==> src/rtl/mem_port_ctrl.sv <==
// Byte-serial RAM port controller: arbitrates fetch vs load/store over an 8-bit bus.
// Define ICACHE_EN to add the 2-way instruction cache (SETS sets, LRU replacement).
module mem_port_ctrl #(
    parameter int         ADDR_W = 32,
    parameter int         SETS   = 32,
    parameter logic [1:0] IO_HI  = 2'b11
) (
    input  logic              clk,
    input  logic              rst,
    input  logic              rdy,
    input  logic              i_req,
    input  logic [ADDR_W-1:0] i_addr,
    input  logic              i_flush,
    output logic              i_done,
    output logic [31:0]       i_data,
    input  logic              d_req,
    input  logic              d_we,
    input  logic [1:0]        d_size,
    input  logic              d_signed,
    input  logic [ADDR_W-1:0] d_addr,
    input  logic [31:0]       d_wdata,
    output logic              d_done,
    output logic [31:0]       d_rdata,
    input  logic              icache_inv,
    input  logic [7:0]        mem_din,
    output logic [7:0]        mem_dout,
    output logic [ADDR_W-1:0] mem_a,
    output logic              mem_wr,
    output logic              busy
);
    localparam int IDX_W = $clog2(SETS);

    typedef enum logic [1:0] {IDLE, RD, WR, DONE} state_t;

    state_t            state;
    logic [2:0]        cnt;
    logic [1:0]        last;
    logic              fetch, sgn, hit_pend;
    logic              i_done_q, d_done_q, mem_wr_q;
    logic [ADDR_W-1:0] base;
    logic [31:0]       wd, rbuf, rw, rext;

    logic [1:0]        dsz;
    logic              io_f, can_acc, take_d, take_i, hit, rd_end;
    logic [31:0]       hit_data;

    assign dsz     = (d_size == 2'd3) ? 2'd2 : d_size;
    assign io_f    = (i_addr[17:16] == IO_HI);
    // The cycle before a hit's i_done pulse holds off new acceptance.
    assign can_acc = (state == IDLE || state == DONE) && !hit_pend;
    assign take_d  = can_acc && d_req;
    assign take_i  = can_acc && !d_req && i_req && !i_flush;
    assign rd_end  = (state == RD) && !(fetch && i_flush) && (cnt == {1'b0, last} + 3'd1);

    // Final byte comes straight from the bus on the completing edge.
    always_comb begin
        rw = rbuf;
        rw[{last, 3'b000} +: 8] = mem_din;
        case (last)
            2'd0:    rext = {{24{sgn & rw[7]}}, rw[7:0]};
            2'd1:    rext = {{16{sgn & rw[15]}}, rw[15:0]};
            default: rext = rw;
        endcase
    end

`ifdef ICACHE_EN
    localparam int TAG_W = ADDR_W - IDX_W - 2;

    logic [TAG_W-1:0] tag0 [SETS];
    logic [TAG_W-1:0] tag1 [SETS];
    logic [31:0]      dat0 [SETS];
    logic [31:0]      dat1 [SETS];
    logic [SETS-1:0]  vld0, vld1, lru;
    logic [IDX_W-1:0] fidx, sidx, bidx;
    logic [TAG_W-1:0] ftag, stag, btag;
    logic             h0, h1, s0, s1, hit_way, fway, fill_en, io_b;

    assign fidx     = i_addr[IDX_W+1:2];
    assign ftag     = i_addr[ADDR_W-1:IDX_W+2];
    assign sidx     = d_addr[IDX_W+1:2];
    assign stag     = d_addr[ADDR_W-1:IDX_W+2];
    assign bidx     = base[IDX_W+1:2];
    assign btag     = base[ADDR_W-1:IDX_W+2];
    assign io_b     = (base[17:16] == IO_HI);
    assign h0       = vld0[fidx] && (tag0[fidx] == ftag);
    assign h1       = vld1[fidx] && (tag1[fidx] == ftag);
    assign hit      = (h0 || h1) && !io_f;
    assign hit_way  = !h0;
    assign hit_data = h0 ? dat0[fidx] : dat1[fidx];
    assign s0       = vld0[sidx] && (tag0[sidx] == stag);
    assign s1       = vld1[sidx] && (tag1[sidx] == stag);
    assign fway     = lru[bidx];
    assign fill_en  = rdy && rd_end && fetch && !io_b;

    // icache_inv is applied last so it overrides a same-edge fill.
    always_ff @(posedge clk) begin
        if (!rst) begin
            vld0 <= '0;
            vld1 <= '0;
            lru  <= '0;
        end else if (rdy) begin
            if (take_i && hit)
                lru[fidx] <= ~hit_way;
            if (take_d && d_we) begin
                if (s0) vld0[sidx] <= 1'b0;
                if (s1) vld1[sidx] <= 1'b0;
            end
            if (fill_en) begin
                if (fway) vld1[bidx] <= 1'b1;
                else      vld0[bidx] <= 1'b1;
                lru[bidx] <= ~fway;
            end
            if (icache_inv) begin
                vld0 <= '0;
                vld1 <= '0;
            end
        end
    end

    always_ff @(posedge clk) begin
        if (fill_en) begin
            if (fway) begin
                tag1[bidx] <= btag;
                dat1[bidx] <= rw;
            end else begin
                tag0[bidx] <= btag;
                dat0[bidx] <= rw;
            end
        end
    end
`else
    logic unused_ok;
    assign hit       = 1'b0;
    assign hit_data  = '0;
    assign unused_ok = ^{icache_inv, io_f, base, i_addr[IDX_W+1:2]};
`endif

    always_ff @(posedge clk) begin
        if (!rst) begin
            state    <= IDLE;
            cnt      <= '0;
            last     <= '0;
            fetch    <= 1'b0;
            sgn      <= 1'b0;
            hit_pend <= 1'b0;
            base     <= '0;
            wd       <= '0;
            rbuf     <= '0;
            i_done_q <= 1'b0;
            d_done_q <= 1'b0;
            mem_wr_q <= 1'b0;
            i_data   <= '0;
            d_rdata  <= '0;
            mem_dout <= '0;
            mem_a    <= '0;
        end else if (rdy) begin
            i_done_q <= 1'b0;
            d_done_q <= 1'b0;
            if (hit_pend) begin
                hit_pend <= 1'b0;
                i_done_q <= !i_flush;
            end
            case (state)
                IDLE, DONE: begin
                    state    <= IDLE;
                    cnt      <= '0;
                    mem_a    <= '0;
                    mem_wr_q <= 1'b0;
                    mem_dout <= '0;
                    if (take_d) begin
                        state    <= d_we ? WR : RD;
                        base     <= d_addr;
                        fetch    <= 1'b0;
                        sgn      <= d_signed;
                        wd       <= d_wdata;
                        last     <= {dsz[1], dsz[1] | dsz[0]};
                        mem_a    <= d_addr;
                        mem_wr_q <= d_we;
                        mem_dout <= d_we ? d_wdata[7:0] : 8'h00;
                    end else if (take_i) begin
                        if (hit) begin
                            hit_pend <= 1'b1;
                            i_data   <= hit_data;
                        end else begin
                            state <= RD;
                            base  <= i_addr;
                            fetch <= 1'b1;
                            sgn   <= 1'b0;
                            last  <= 2'd3;
                            mem_a <= i_addr;
                        end
                    end
                end
                RD: begin
                    if (fetch && i_flush) begin
                        state <= IDLE;
                        mem_a <= '0;
                    end else begin
                        cnt <= cnt + 3'd1;
                        if (cnt != 3'd0)
                            rbuf[{cnt[1:0] - 2'd1, 3'b000} +: 8] <= mem_din;
                        mem_a <= (cnt < {1'b0, last}) ? mem_a + ADDR_W'(1) : '0;
                        if (rd_end) begin
                            state <= DONE;
                            if (fetch) begin
                                i_data   <= rw;
                                i_done_q <= 1'b1;
                            end else begin
                                d_rdata  <= rext;
                                d_done_q <= 1'b1;
                            end
                        end
                    end
                end
                WR: begin
                    cnt <= cnt + 3'd1;
                    if (cnt < {1'b0, last}) begin
                        mem_a    <= mem_a + ADDR_W'(1);
                        mem_dout <= wd[{cnt[1:0] + 2'd1, 3'b000} +: 8];
                    end else begin
                        state    <= DONE;
                        mem_a    <= '0;
                        mem_wr_q <= 1'b0;
                        mem_dout <= '0;
                        d_done_q <= 1'b1;
                    end
                end
                default: state <= IDLE;
            endcase
        end
    end

    assign mem_wr = mem_wr_q & rdy;
    assign i_done = i_done_q & rdy;
    assign d_done = d_done_q & rdy;
    assign busy   = (state != IDLE);

endmodule

==> config.mk <==
export PLATFORM = sky130hd
export DESIGN_NAME = mem_port_ctrl
export DESIGN_NICKNAME = d
export VERILOG_FILES = /design/src/rtl/mem_port_ctrl.sv
export SDC_FILE = /design/constraint.sdc
export NUM_CORES = 1
export LEC_CHECK = 0
export CORE_ASPECT_RATIO = 0.9
export CORE_MARGIN = 1
export CORE_UTILIZATION = 52
export CTS_CLUSTER_SIZE = 14
export DETAILED_ROUTE_END_ITERATION = 10
export PLACE_DENSITY = 0.84
export SETUP_SLACK_MARGIN = 0.5
export SYNTH_ARGS = -nofsm -noshare
export SYNTH_HDL_FRONTEND = slang
export SYNTH_SLANG_ARGS = --single-unit
==> constraint.sdc <==
create_clock -name clk -period 5.7 [get_ports clk]
set_clock_uncertainty 0.05 [all_clocks]
set_input_delay 1.14 -clock clk [delete_from_list [all_inputs] [get_ports clk]]
set_output_delay 1.14 -clock clk [all_outputs]
set_load 0.05 [all_outputs]
==> results by group, run 1 <==
Clocking
  – Clock-pin slew on the worst setup and hold paths: 70 ps
  – CTS tree: done
  – Post-CTS Resized: 0
  – Root Driver: clkbuf_16
  – Number of hold buffers added after CTS: 0
  – H-tree depth: 4
  – Cts bufs inserted: 17
  – Post-CTS Setup Repair Bufs: 0
  – Clock Latency Late Sink: 430 ps
  – CTS max path bufs: 2
  – Clk sinks: 180

Floorplan
  – Die Wd: 138 microns
  – Core ar.: 0.0162 sq mm
  – Ports: 223
  – Row cnt: 44
  – Initial core utilization: 53.5%
  – DIE HEIGHT: 125 microns
  – Die area: 0.0172 sq mm

Timing
  – Post-route clock period utilization: 68.3%
  – Final TNS setup: 0 ps
  – RSZ-0062 raised after global routing: false
  – Post-route setup slack: 1810 ps
  – Final hold vios: 0
  – Tightest Pin Transition: 1240 ps
  – Final setup vio count: 0
  – Final Critical Period: 3890 ps
  – Worst hold slack: 399 ps
  – Fmax: 257 MHz
  – Slew headroom: 17.1%
  – Pins Over Slew Limit: 0

Power and ir drop
  – Leakage: 0.00378 uW
  – VDD IR max: 0.214 mV
  – Pwr/cell area: 269 mW/mm^2

Routing
  – DR WL/cell: 17.6 microns
  – Via Count: 8413
  – DRC: 16
  – Initial DRC Count: 795
  – Routed wire length: 25100 microns
  – DR vias/cell: 5.90
  – DRT antenna net count: 0
  – First-pass DRT Iterations: 9

Global route
  – First-pass GRT wire length: 40500 microns
  – Largest net degree at the start of global routing: 102
  – GR Overflow Total: 0
  – Total track usage: 29.2%
  – Vias in the first global route: 8081
  – Met3 global-route usage: 5.88%
  – Met1 Resource Use GR: 38.9%
  – Initial antenna violation count: 0
  – Gr busiest metal: met2
  – Met2 GRT Util: 46.5%

Critical path
  – Critical Path Fanout Max: 4
  – Crit. End Element: output pin
  – R2R cell count: 5
  – CP startpoint kind: primary input
  – Flop2flop setup slack: 2370 ps
  – Req. time, crit path: 4510 ps
  – WS Path Type: primary input to output pin
  – Crit path DAT: 2700 ps

Run status
  – Outcome: complete, but fails checks
  – Violated checks: DRC

Synth
  – Top-area cell type share of the netlist area: 41.5%
  – Flops & latches, synth: 180
  – Main area contributors after synthesis: dfxtp_1 (41%), a21oi_1 (6.7%), nand2_1 (5.6%)
  – Asr flop ratio synth: 0%
  – Synthesized netlist cell count: 1039
  – Avg Inst Size Synth: 8.37 sq um
  – Mapped cell area: 0.00869 sq mm
  – Post-synthesis cell type count: 73
  – Area leader, netlist: dfxtp_1
  – EDFF count, synth: 0
  – Syn nets: 1174
  – Seq/Total Area, Yosys: 41.5%
  – Ys flop type: dfxtp_1
  – Synth warn: 0
  – Top post-synthesis cells by count: dfxtp_1 (180), nand2_1 (129), a21oi_1 (116), nor2_1 (113)
  – Most numerous cell in the Yosys netlist: dfxtp_1

Layout
  – Layout cells sized above 1: 6.81%
  – Net count, final: 1341
  – ANT cells: 0
  – Final Cell Area: 0.0114 sq mm
  – Layout area overhead: 31.5%
  – Non-Filler Instances: 1426

Hold path
  – Min-Delay Path Class: register to register
  – Hold Crit Depth: 2

Job
  – Max cap viols: 0

Placement
  – Port Buf Inserts: 221
  – Routability Congestion: 0.906
  – # placed instances: 1394
  – Hpwl dp: 17300 microns
  – Dpl ws: 1810 ps
  – DP Area: 0.0109 sq mm
-- area by class of cell --
type                            count  area, sq um
Fill cell                        1280         4810
Multi-Input combinational cell    760         4690
Sequential cell                   180         3600
Timing Repair Buffer              229         2270
Clock buffer                       22          464
Tap cell                          207          259
Clock inverter                     10         73.8
Inverter                           18         70.1
-- critical path, stage by stage --
cell,delay [ps]
clkdlybuf4s50_1,550
and2_1,160
clkdlybuf4s50_1,840
-- through the flow --
stage               total power (uW)  util, %
finish                          3070     70.4
global route                    3190     70.4
CTS                             3070     70.4
detailed placement              2010     67.1
global placement                2000     67.1
floorplan                       1780        -
-- path summary, 6_finish.rpt --
check | to | start
worst min-delay path | rbuf[30]$_SDFFE_PN0P_ | rbuf[30]$_SDFFE_PN0P_
worst max register to register | rbuf[15]$_SDFFE_PN0P_ | cnt[0]$_SDFFE_PN0P_
worst min register to register | rbuf[30]$_SDFFE_PN0P_ | rbuf[30]$_SDFFE_PN0P_
worst max-delay path | mem_wr | rdy
-- report_power, final --
part / leakage, uW / switching [uW] / internal, uW / total (uW)
clock: 0.000262 / 498 / 585 / 1080
sequential: 0.00146 / 53.2 / 1310 / 1360
combinational: 0.00205 / 385 / 243 / 628
total: 0.00378 / 936 / 2140 / 3070
-- cell usage in the layout (no fill, tap or decap), types with 4 or more instances in the layout --
| cell type | n |
|---|---|
| clkdlybuf4s50_1 | 221 |
| dfxtp_1 | 180 |
| nand2_1 | 129 |
| a21oi_1 | 116 |
| nor2_1 | 112 |
| nand3_1 | 52 |
| a211oi_1 | 52 |
| nor2b_1 | 37 |
| a22oi_1 | 32 |
| ha_1 | 20 |
| nor3_1 | 18 |
| clkbuf_16 | 17 |
| inv_1 | 16 |
| o221a_2 | 14 |
| nand4_1 | 12 |
| o21ai_0 | 12 |
| o221a_1 | 10 |
| xnor2_1 | 10 |
| o22ai_1 | 10 |
| and2_1 | 9 |
| mux4_2 | 8 |
| buf_4 | 8 |
| and3_1 | 7 |
| a31oi_1 | 7 |
| nand2b_1 | 5 |
| nand3b_1 | 4 |
| or2_2 | 4 |
| mux2i_1 | 4 |
| or4_1 | 4 |
| a22o_1 | 4 |
| inv_6 | 4 |
-- metal layers --
layer	share of wire [%]	vias to the layer above
met5	0	-
met4	2.5	0
met3	6.9	48
met2	46	348
met1	44	3946
li1	-	4071
-- state kept, by name, summed over array words and instances (netlist names) --
| register | cells |
|---|---|
| cnt | 3 |
| d_done_q | 1 |
| d_rdata | 32 |
| fetch | 1 |
| i_data | 32 |
| i_done_q | 1 |
| last | 2 |
| mem_a | 32 |
| mem_dout | 8 |
| mem_wr_q | 1 |
| rbuf | 32 |
| sgn | 1 |
| state | 2 |
| wd | 32 |
-- kinds of logic (layout without fill, tap and decap cells) --
family                     after synthesis  after routing  share of synthesized area, %
DFF                                    180            180                          41.5
adders and majority gates               20             20                          2.88
and+or+nand+nor                        423            423                          23.9
AOI/OAI and AO/OA                      291            291                          22.8
buffers and inverters                   99            279                          4.92
xor gates and xnor gates                13             13                          1.31
muxes                                   13             13                          2.66
Power figures use the tool's default switching activity.
==> run 2: changes to the inputs <==
--- a/config.mk
+++ b/config.mk
@@ -7,10 +7,10 @@
 export LEC_CHECK = 0
 export CORE_ASPECT_RATIO = 0.9
 export CORE_MARGIN = 1
-export CORE_UTILIZATION = 52
+export CORE_UTILIZATION = 49
 export CTS_CLUSTER_SIZE = 14
 export DETAILED_ROUTE_END_ITERATION = 10
-export PLACE_DENSITY = 0.84
+export PLACE_DENSITY = 0.8
 export SETUP_SLACK_MARGIN = 0.5
 export SYNTH_ARGS = -nofsm -noshare
 export SYNTH_HDL_FRONTEND = slang
==> constraint.sdc (replaced) <==
create_clock -name clk -period 3.6 [get_ports clk]
set_clock_uncertainty 0.05 [all_clocks]
set_input_delay 0.72 -clock clk [delete_from_list [all_inputs] [get_ports clk]]
set_output_delay 0.72 -clock clk [all_outputs]
set_load 0.05 [all_outputs]
==> results by group, run 2 (synthesis gave the netlist of run 1 again) <==
Run status
  – Outcome: completed

Critical path
  – CP startpoint kind: primary input
  – Reg2reg end: d_rdata[28]$_SDFFE_PN0P_
  – WS Path Type: primary input to output pin
  – Crit path DAT: 2110 ps (-590 ps)
  – Stages on the worst setup path: 4 (+1)
  – R2R cell count: 7 (+2)
  – Buffers & Inverters on Critical Path: 3 (+1)
  – Worst-path cell chain: clkdlybuf4s50_1 > buf_4 > and2_1 > buf_12
  – Critical Path Sink: i_done
  – Crit-path slowest cell: clkdlybuf4s50_1
  – Crit. End Element: output pin
  – Crit path launch: rdy
  – Critical Path Fanout Max: 21 (+17)
  – Flop2flop setup slack: 760 ps (-1610 ps)
  – Req. time, crit path: 2830 ps (-1680 ps)
  – CP top delay family: buffers and inverters
  – Max incr delay on CP: 690 ps (-150 ps)
  – Reg-to-Reg Start: last[0]$_SDFFE_PN0P_

Routing
  – Via Count: 8470 (+0.68%)
  – DRT antenna net count: 0 (unchanged)
  – Initial DRC Count: 781 (-1.8%)
  – DR vias/cell: 5.78 (-2.1%)
  – First-pass DRT Iterations: 6 (-3)
  – Routed wire length: 25100 microns (+0.22%)
  – DR WL/cell: 17.1 microns (-2.5%)
  – DRC: 0 (-16)

Power and ir drop
  – VDD IR max: 0.350 mV (+63%)
  – Leakage: 0.00388 uW (+2.7%)
  – Pwr/cell area: 432 mW/mm^2 (+61%)
  – Power, Total: 5040 uW (+64%)

Placement
  – Port Buf Inserts: 221 (unchanged)
  – Routability Congestion: 0.913 (+0.71%)
  – Hpwl dp: 17500 microns (+1.5%)
  – Dpl ws: 526 ps (-1280 ps)

Floorplan
  – DIE HEIGHT: 128 microns (+3.0%)
  – Initial core utilization: 50.8% (-2.7 points)
  – Row cnt: 45 (+2.3%)
  – Die Wd: 142 microns (+3.0%)
  – Ports: 223 (unchanged)
  – Die area: 0.0183 sq mm (+6.0%)
  – Core ar.: 0.0171 sq mm (+5.4%)

Global route
  – First-pass GRT wire length: 40500 microns (about the same)
  – Largest net degree at the start of global routing: 73 (-28%)
  – Initial antenna violation count: 1 (+1)
  – Total track usage: 27.8% (-1.3 points)
  – Vias in the first global route: 7940 (-1.7%)
  – GR Overflow Total: 0 (unchanged)

Layout
  – Commonest non-fill, non-tap cell in the layout: clkdlybuf4s50_1
  – Net count, final: 1352 (+0.82%)
  – Layout cells sized above 1: 8.13% (+1.3 points)
  – # fillers: 1449 (+13%)
  – Layout area overhead: 34.3%
  – Commonest non-fill, non-tap cells in the layout: clkdlybuf4s50_1 (218), dfxtp_1 (180), nand2_1 (129), a21oi_1 (116), nor2_1 (112)

Timing
  – Post-route setup slack: 724 ps (-1090 ps)
  – Slew headroom: 37.0% (+20 points)
  – Final Critical Period: 2880 ps
  – Tightest Pin Transition: 938 ps (-299 ps)
  – Pins Over Slew Limit: 0 (unchanged)
  – Final TNS setup: 0 ps (unchanged)
  – Fmax: 348 MHz
  – Final hold vios: 0 (unchanged)
  – RSZ-0062 raised after global routing: false
  – Post-route clock period utilization: 79.9%
  – Final setup vio count: 0 (unchanged)

Hold path
  – Hold Crit Depth: 2 (unchanged)
  – Min-Delay Path Class: register to register

Clocking
  – H-tree depth: 4 (unchanged)
  – CTS tree: done
  – Post-CTS Resized: 0 (unchanged)
  – Clock Latency Late Sink: 430 ps (about the same)
  – Number of hold buffers added after CTS: 0 (unchanged)
  – Cts bufs inserted: 17 (unchanged)
  – Clock-pin slew on the worst setup and hold paths: 70 ps (about the same)
  – Root Driver: clkbuf_16
  – Clk sinks: 180 (unchanged)
  – CTS max path bufs: 2 (unchanged)
  – Post-CTS Setup Repair Bufs: 0 (unchanged)

Job
  – Max cap viols: 0 (unchanged)
==> run 2: cell types whose count changed in the layout (fill, tap and decap cells not counted), moves of 2 or more <==
| cell | delta |
|---|---|
| clkbuf_1 | -3 |
| clkinv_4 | +2 |
| inv_6 | -2 |
| clkdlybuf4s50_1 | -3 |
| clkinv_2 | -3 |
| buf_4 | +7 |
| clkbuf_8 | -2 |
| inv_8 | +5 |
| buf_12 | +7 |
==> run 2: layout make-up <==
| type | count | area [sq um] | area share, % |
|---|---|---|---|
| clock buffers | 17 | 425 | 3.64 |
| clock inverters | 15 | 169 | 1.45 |
| diodes | 1 | 2.50 | 0.0214 |
| multi-input cells | 760 | 4680 | 40.1 |
| flip-flops and latches | 180 | 3600 | 30.9 |
| well taps | 235 | 294 | 2.52 |
| inverters | 18 | 70.1 | 0.600 |
| repair buffers | 240 | 2430 | 20.9 |
==> run 2: routing by layer <==
layer	GRT usage [%]	routed length (microns)	part of all wire, %
met1	37.3	11200	45
met2	45.2	11800	47
met3	5.84	1620	6.4
met4	8.41	462	1.8
met5	0	0	0
==> run 2: power breakdown <==
group          internal (uW)  switching [uW]  leakage (uW)
combinational            403             618       0.00214
sequential              2070            76.1       0.00146
clock                    990             885      0.000283
==> run 2: how the worst min path moves through the flow <==
stage | to | from | slack [ps]
floorplan | rbuf[10]$_SDFFE_PN0P_ | rbuf[10]$_SDFFE_PN0P_ | 380
global route | wd[2]$_SDFFE_PN0P_ | wd[2]$_SDFFE_PN0P_ | 420
global placement | rbuf[22]$_SDFFE_PN0P_ | rbuf[22]$_SDFFE_PN0P_ | 380
detailed placement | rbuf[28]$_SDFFE_PN0P_ | rbuf[28]$_SDFFE_PN0P_ | 390
CTS | rbuf[11]$_SDFFE_PN0P_ | rbuf[11]$_SDFFE_PN0P_ | 400
finish | rbuf[14]$_SDFFE_PN0P_ | rbuf[14]$_SDFFE_PN0P_ | 400
==> run 2: tightest hold or removal path, stage by stage, from the launching register on <==
cell	delay (ps)
dfxtp_1	310
nand2_1	50
a21oi_1	50
==> run 2: stage by stage <==
step / cell area [sq um] / utilization, % / cells / hold WS (ps)
3_5_place_dp: 11100 / 64.7 / 1433 / 390
3_3_place_gp: 11100 / 64.7 / 1433 / 384
5_1_grt: 11700 / 68.2 / 1466 / 418
6_report: 11700 / 68.2 / 1466 / 397
2_1_floorplan: 8690 / - / 1039 / 377
4_1_cts: 11700 / 68.2 / 1465 / 399
==> run 3: changes to the inputs <==
--- a/config.mk
+++ b/config.mk
@@ -7,10 +7,10 @@
 export LEC_CHECK = 0
 export CORE_ASPECT_RATIO = 0.9
 export CORE_MARGIN = 1
-export CORE_UTILIZATION = 49
+export CORE_UTILIZATION = 45
 export CTS_CLUSTER_SIZE = 14
 export DETAILED_ROUTE_END_ITERATION = 10
-export PLACE_DENSITY = 0.8
+export PLACE_DENSITY = 0.77
 export SETUP_SLACK_MARGIN = 0.5
 export SYNTH_ARGS = -nofsm -noshare
 export SYNTH_HDL_FRONTEND = slang
==> constraint.sdc (replaced) <==
create_clock -name clk -period 2.6 [get_ports clk]
set_clock_uncertainty 0.05 [all_clocks]
set_input_delay 0.52 -clock clk [delete_from_list [all_inputs] [get_ports clk]]
set_output_delay 0.52 -clock clk [all_outputs]
set_load 0.05 [all_outputs]
==> results by group, run 3 (synthesis gave the netlist of run 1 again) <==
Timing
  – Pins Over Slew Limit: 0 (unchanged)
  – Post-route setup slack: 424 ps (-299 ps)
  – RSZ-0062 raised after global routing: true
  – Final TNS setup: 0 ps (unchanged)
  – Tightest Pin Transition: 665 ps (-273 ps)
  – Slew headroom: 55.6% (+19 points)
  – Fmax: 460 MHz
  – Post-route clock period utilization: 83.7%
  – Final Critical Period: 2180 ps
  – Final hold vios: 0 (unchanged)
  – Final setup vio count: 0 (unchanged)

Job
  – Max cap viols: 0 (unchanged)

Critical path
  – Crit-path slowest cell: dfxtp_4
  – R2R cell count: 9 (+2)
  – Reg2reg end: i_data[24]$_SDFFE_PN0P_
  – CP top delay family: buffers and inverters
  – Worst-path cell chain: inv_4 > ha_4 > xor2_4 > nor3_2 > nor4b_4 > buf_6 > clkbuf_16 > nor2_1 > a211oi_1
  – Critical Path Fanout Max: 7 (-67%)
  – Crit path DAT: 2450 ps (+340 ps)
  – Max incr delay on CP: 390 ps (-300 ps)
  – CP startpoint kind: register
  – Flop2flop setup slack: 420 ps (-340 ps)
  – Req. time, crit path: 2870 ps (+40 ps)
  – Crit. End Element: register
  – WS Path Type: register to register
  – Reg-to-Reg Start: last[0]$_SDFFE_PN0P_
  – Buffers & Inverters on Critical Path: 3 (unchanged)

Placement
  – DP Area: 0.0114 sq mm (+2.8%)
  – Port Buf Inserts: 221 (unchanged)
  – Dpl ws: 103 ps (-423 ps)
  – Routability Congestion: 0.963 (+5.5%)
  – Hpwl dp: 18600 microns (+6.1%)

Clocking
  – Clock-pin slew on the worst setup and hold paths: 80 ps (about the same)
  – Cts bufs inserted: 17 (unchanged)
  – H-tree depth: 4 (unchanged)
  – Clock Latency Late Sink: 430 ps (about the same)
  – Number of hold buffers added after CTS: 0 (unchanged)
  – CTS max path bufs: 2 (unchanged)
  – Root Driver: clkbuf_16
  – Clk sinks: 180 (unchanged)
  – CTS tree: done

Run status
  – Outcome: completed

Floorplan
  – Row cnt: 47 (+4.4%)
  – Die area: 0.0199 sq mm (+8.8%)
  – Ports: 223 (unchanged)
  – Core ar.: 0.0186 sq mm (+8.9%)
  – DIE HEIGHT: 134 microns (+4.3%)
  – Die Wd: 149 microns (+4.3%)
  – Initial core utilization: 46.6% (-4.2 points)

Layout
  – Commonest non-fill, non-tap cell in the layout: dfxtp_1
  – # fillers: 1500 (+3.5%)
  – ANT cells: 0 (-1)
  – Final core occ: 68.1% (-0.12 points)
  – Final Cell Area: 0.0127 sq mm (+8.7%)
  – Net count, final: 1417 (+4.8%)
  – Layout area overhead: 46.0%
  – Commonest non-fill, non-tap cells in the layout: dfxtp_1 (155), nand2_1 (129), a21oi_1 (115), clkdlybuf4s50_1 (112), nor2_1 (109)
  – Layout cells sized above 1: 18.4% (+10 points)

Routing
  – DR WL/cell: 18.7 microns (+9.1%)
  – Initial DRC Count: 761 (-2.6%)
  – DR vias/cell: 5.87 (+1.6%)
  – Routed wire length: 28800 microns (+15%)
  – First-pass DRT Iterations: 7 (+1)
  – Via Count: 9037 (+6.7%)
  – DRC: 0 (unchanged)
  – DRT antenna net count: 0 (unchanged)

Hold path
  – Worst Hold Endpoint: rbuf[20]$_SDFFE_PN0P_
  – Hold Path Origin: rbuf[20]$_SDFFE_PN0P_
  – Min-Delay Path Class: register to register
  – Hold Crit Depth: 2 (unchanged)

Global route
  – Initial antenna violation count: 0 (-1)
  – GR Overflow Total: 0 (unchanged)
  – First-pass GRT wire length: 43300 microns (+6.9%)
  – Largest net degree at the start of global routing: 82 (+12%)
  – Vias in the first global route: 8400 (+5.8%)
  – Total track usage: 27.6% (-0.26 points)

Power and ir drop
  – Pwr/cell area: 589 mW/mm^2 (+36%)
  – VDD IR max: 0.496 mV (+42%)
  – Leakage: 0.00488 uW (+26%)
[run 3: metal layers]
layer / vias up / wire length, microns / track usage (%)
met5: - / 0 / 0
met4: 0 / 772 / 10.4
met3: 62 / 2380 / 5.61
met2: 435 / 13500 / 44.3
met1: 4296 / 12100 / 36.4
li1: 4244 / - / -
[run 3: timing repair]
item | in CTS | in global routing
gates resized for setup | 131 | 45
buffers inserted | 23 | 10
endpoints found under the setup margin | 250 | 100
pin swaps | 11 | 25
cloned | 4 | 6
[run 3: how the worst max path moves through the flow]
stage / depth (start not counted) / startpoint / slack, ps / end
2_1_floorplan: 8 / cnt[0]$_SDFFE_PN0P_ / 470 / d_rdata[28]$_SDFFE_PN0P_
3_3_place_gp: 7 / rdy / 130 / d_rdata[18]$_SDFFE_PN0P_
3_5_place_dp: 7 / rdy / 100 / d_rdata[4]$_SDFFE_PN0P_
4_1_cts: 4 / state[0]$_SDFFE_PN0P_ / 350 / busy
5_1_grt: 9 / last[0]$_SDFFE_PN0P_ / 350 / i_data[24]$_SDFFE_PN0P_
6_report: 9 / last[0]$_SDFFE_PN0P_ / 420 / i_data[24]$_SDFFE_PN0P_
[run 3: where the power goes]
| group | switching, uW | total [uW] | leakage (uW) | internal (uW) |
|---|---|---|---|---|
| clock | 1150 | 2870 | 0.000309 | 1720 |
| sequential | 106 | 2980 | 0.00147 | 2870 |
| combinational | 943 | 1630 | 0.00310 | 685 |
[run 3: per-stage QoR]
| step | cells | hold WS [ps] | total power (uW) |
|---|---|---|---|
| floorplan | 1039 | 377 | 3940 |
| global placement | 1465 | 383 | 4500 |
| detailed placement | 1465 | 389 | 4530 |
| CTS | 1523 | 398 | 7420 |
| global route | 1539 | 418 | 7760 |
| finish | 1539 | 398 | 7480 |
[run 3: final cells by class]
type                       count  area [sq um]  share of cell area [%]
timing repair buffer         304          3040                    24.0
inverter                      18          82.6                   0.651
clock buffer                  17           425                    3.35
tap                          245           307                    2.41
multi-input combinational    761          4970                    39.2
sequential                   180          3640                    28.7
clock inverter                14           224                    1.76
[run 3: worst min-delay path, stage by stage (launching register included)]
cell     delay [ps]
dfxtp_1         310
nand2_1          50
a21oi_1          50
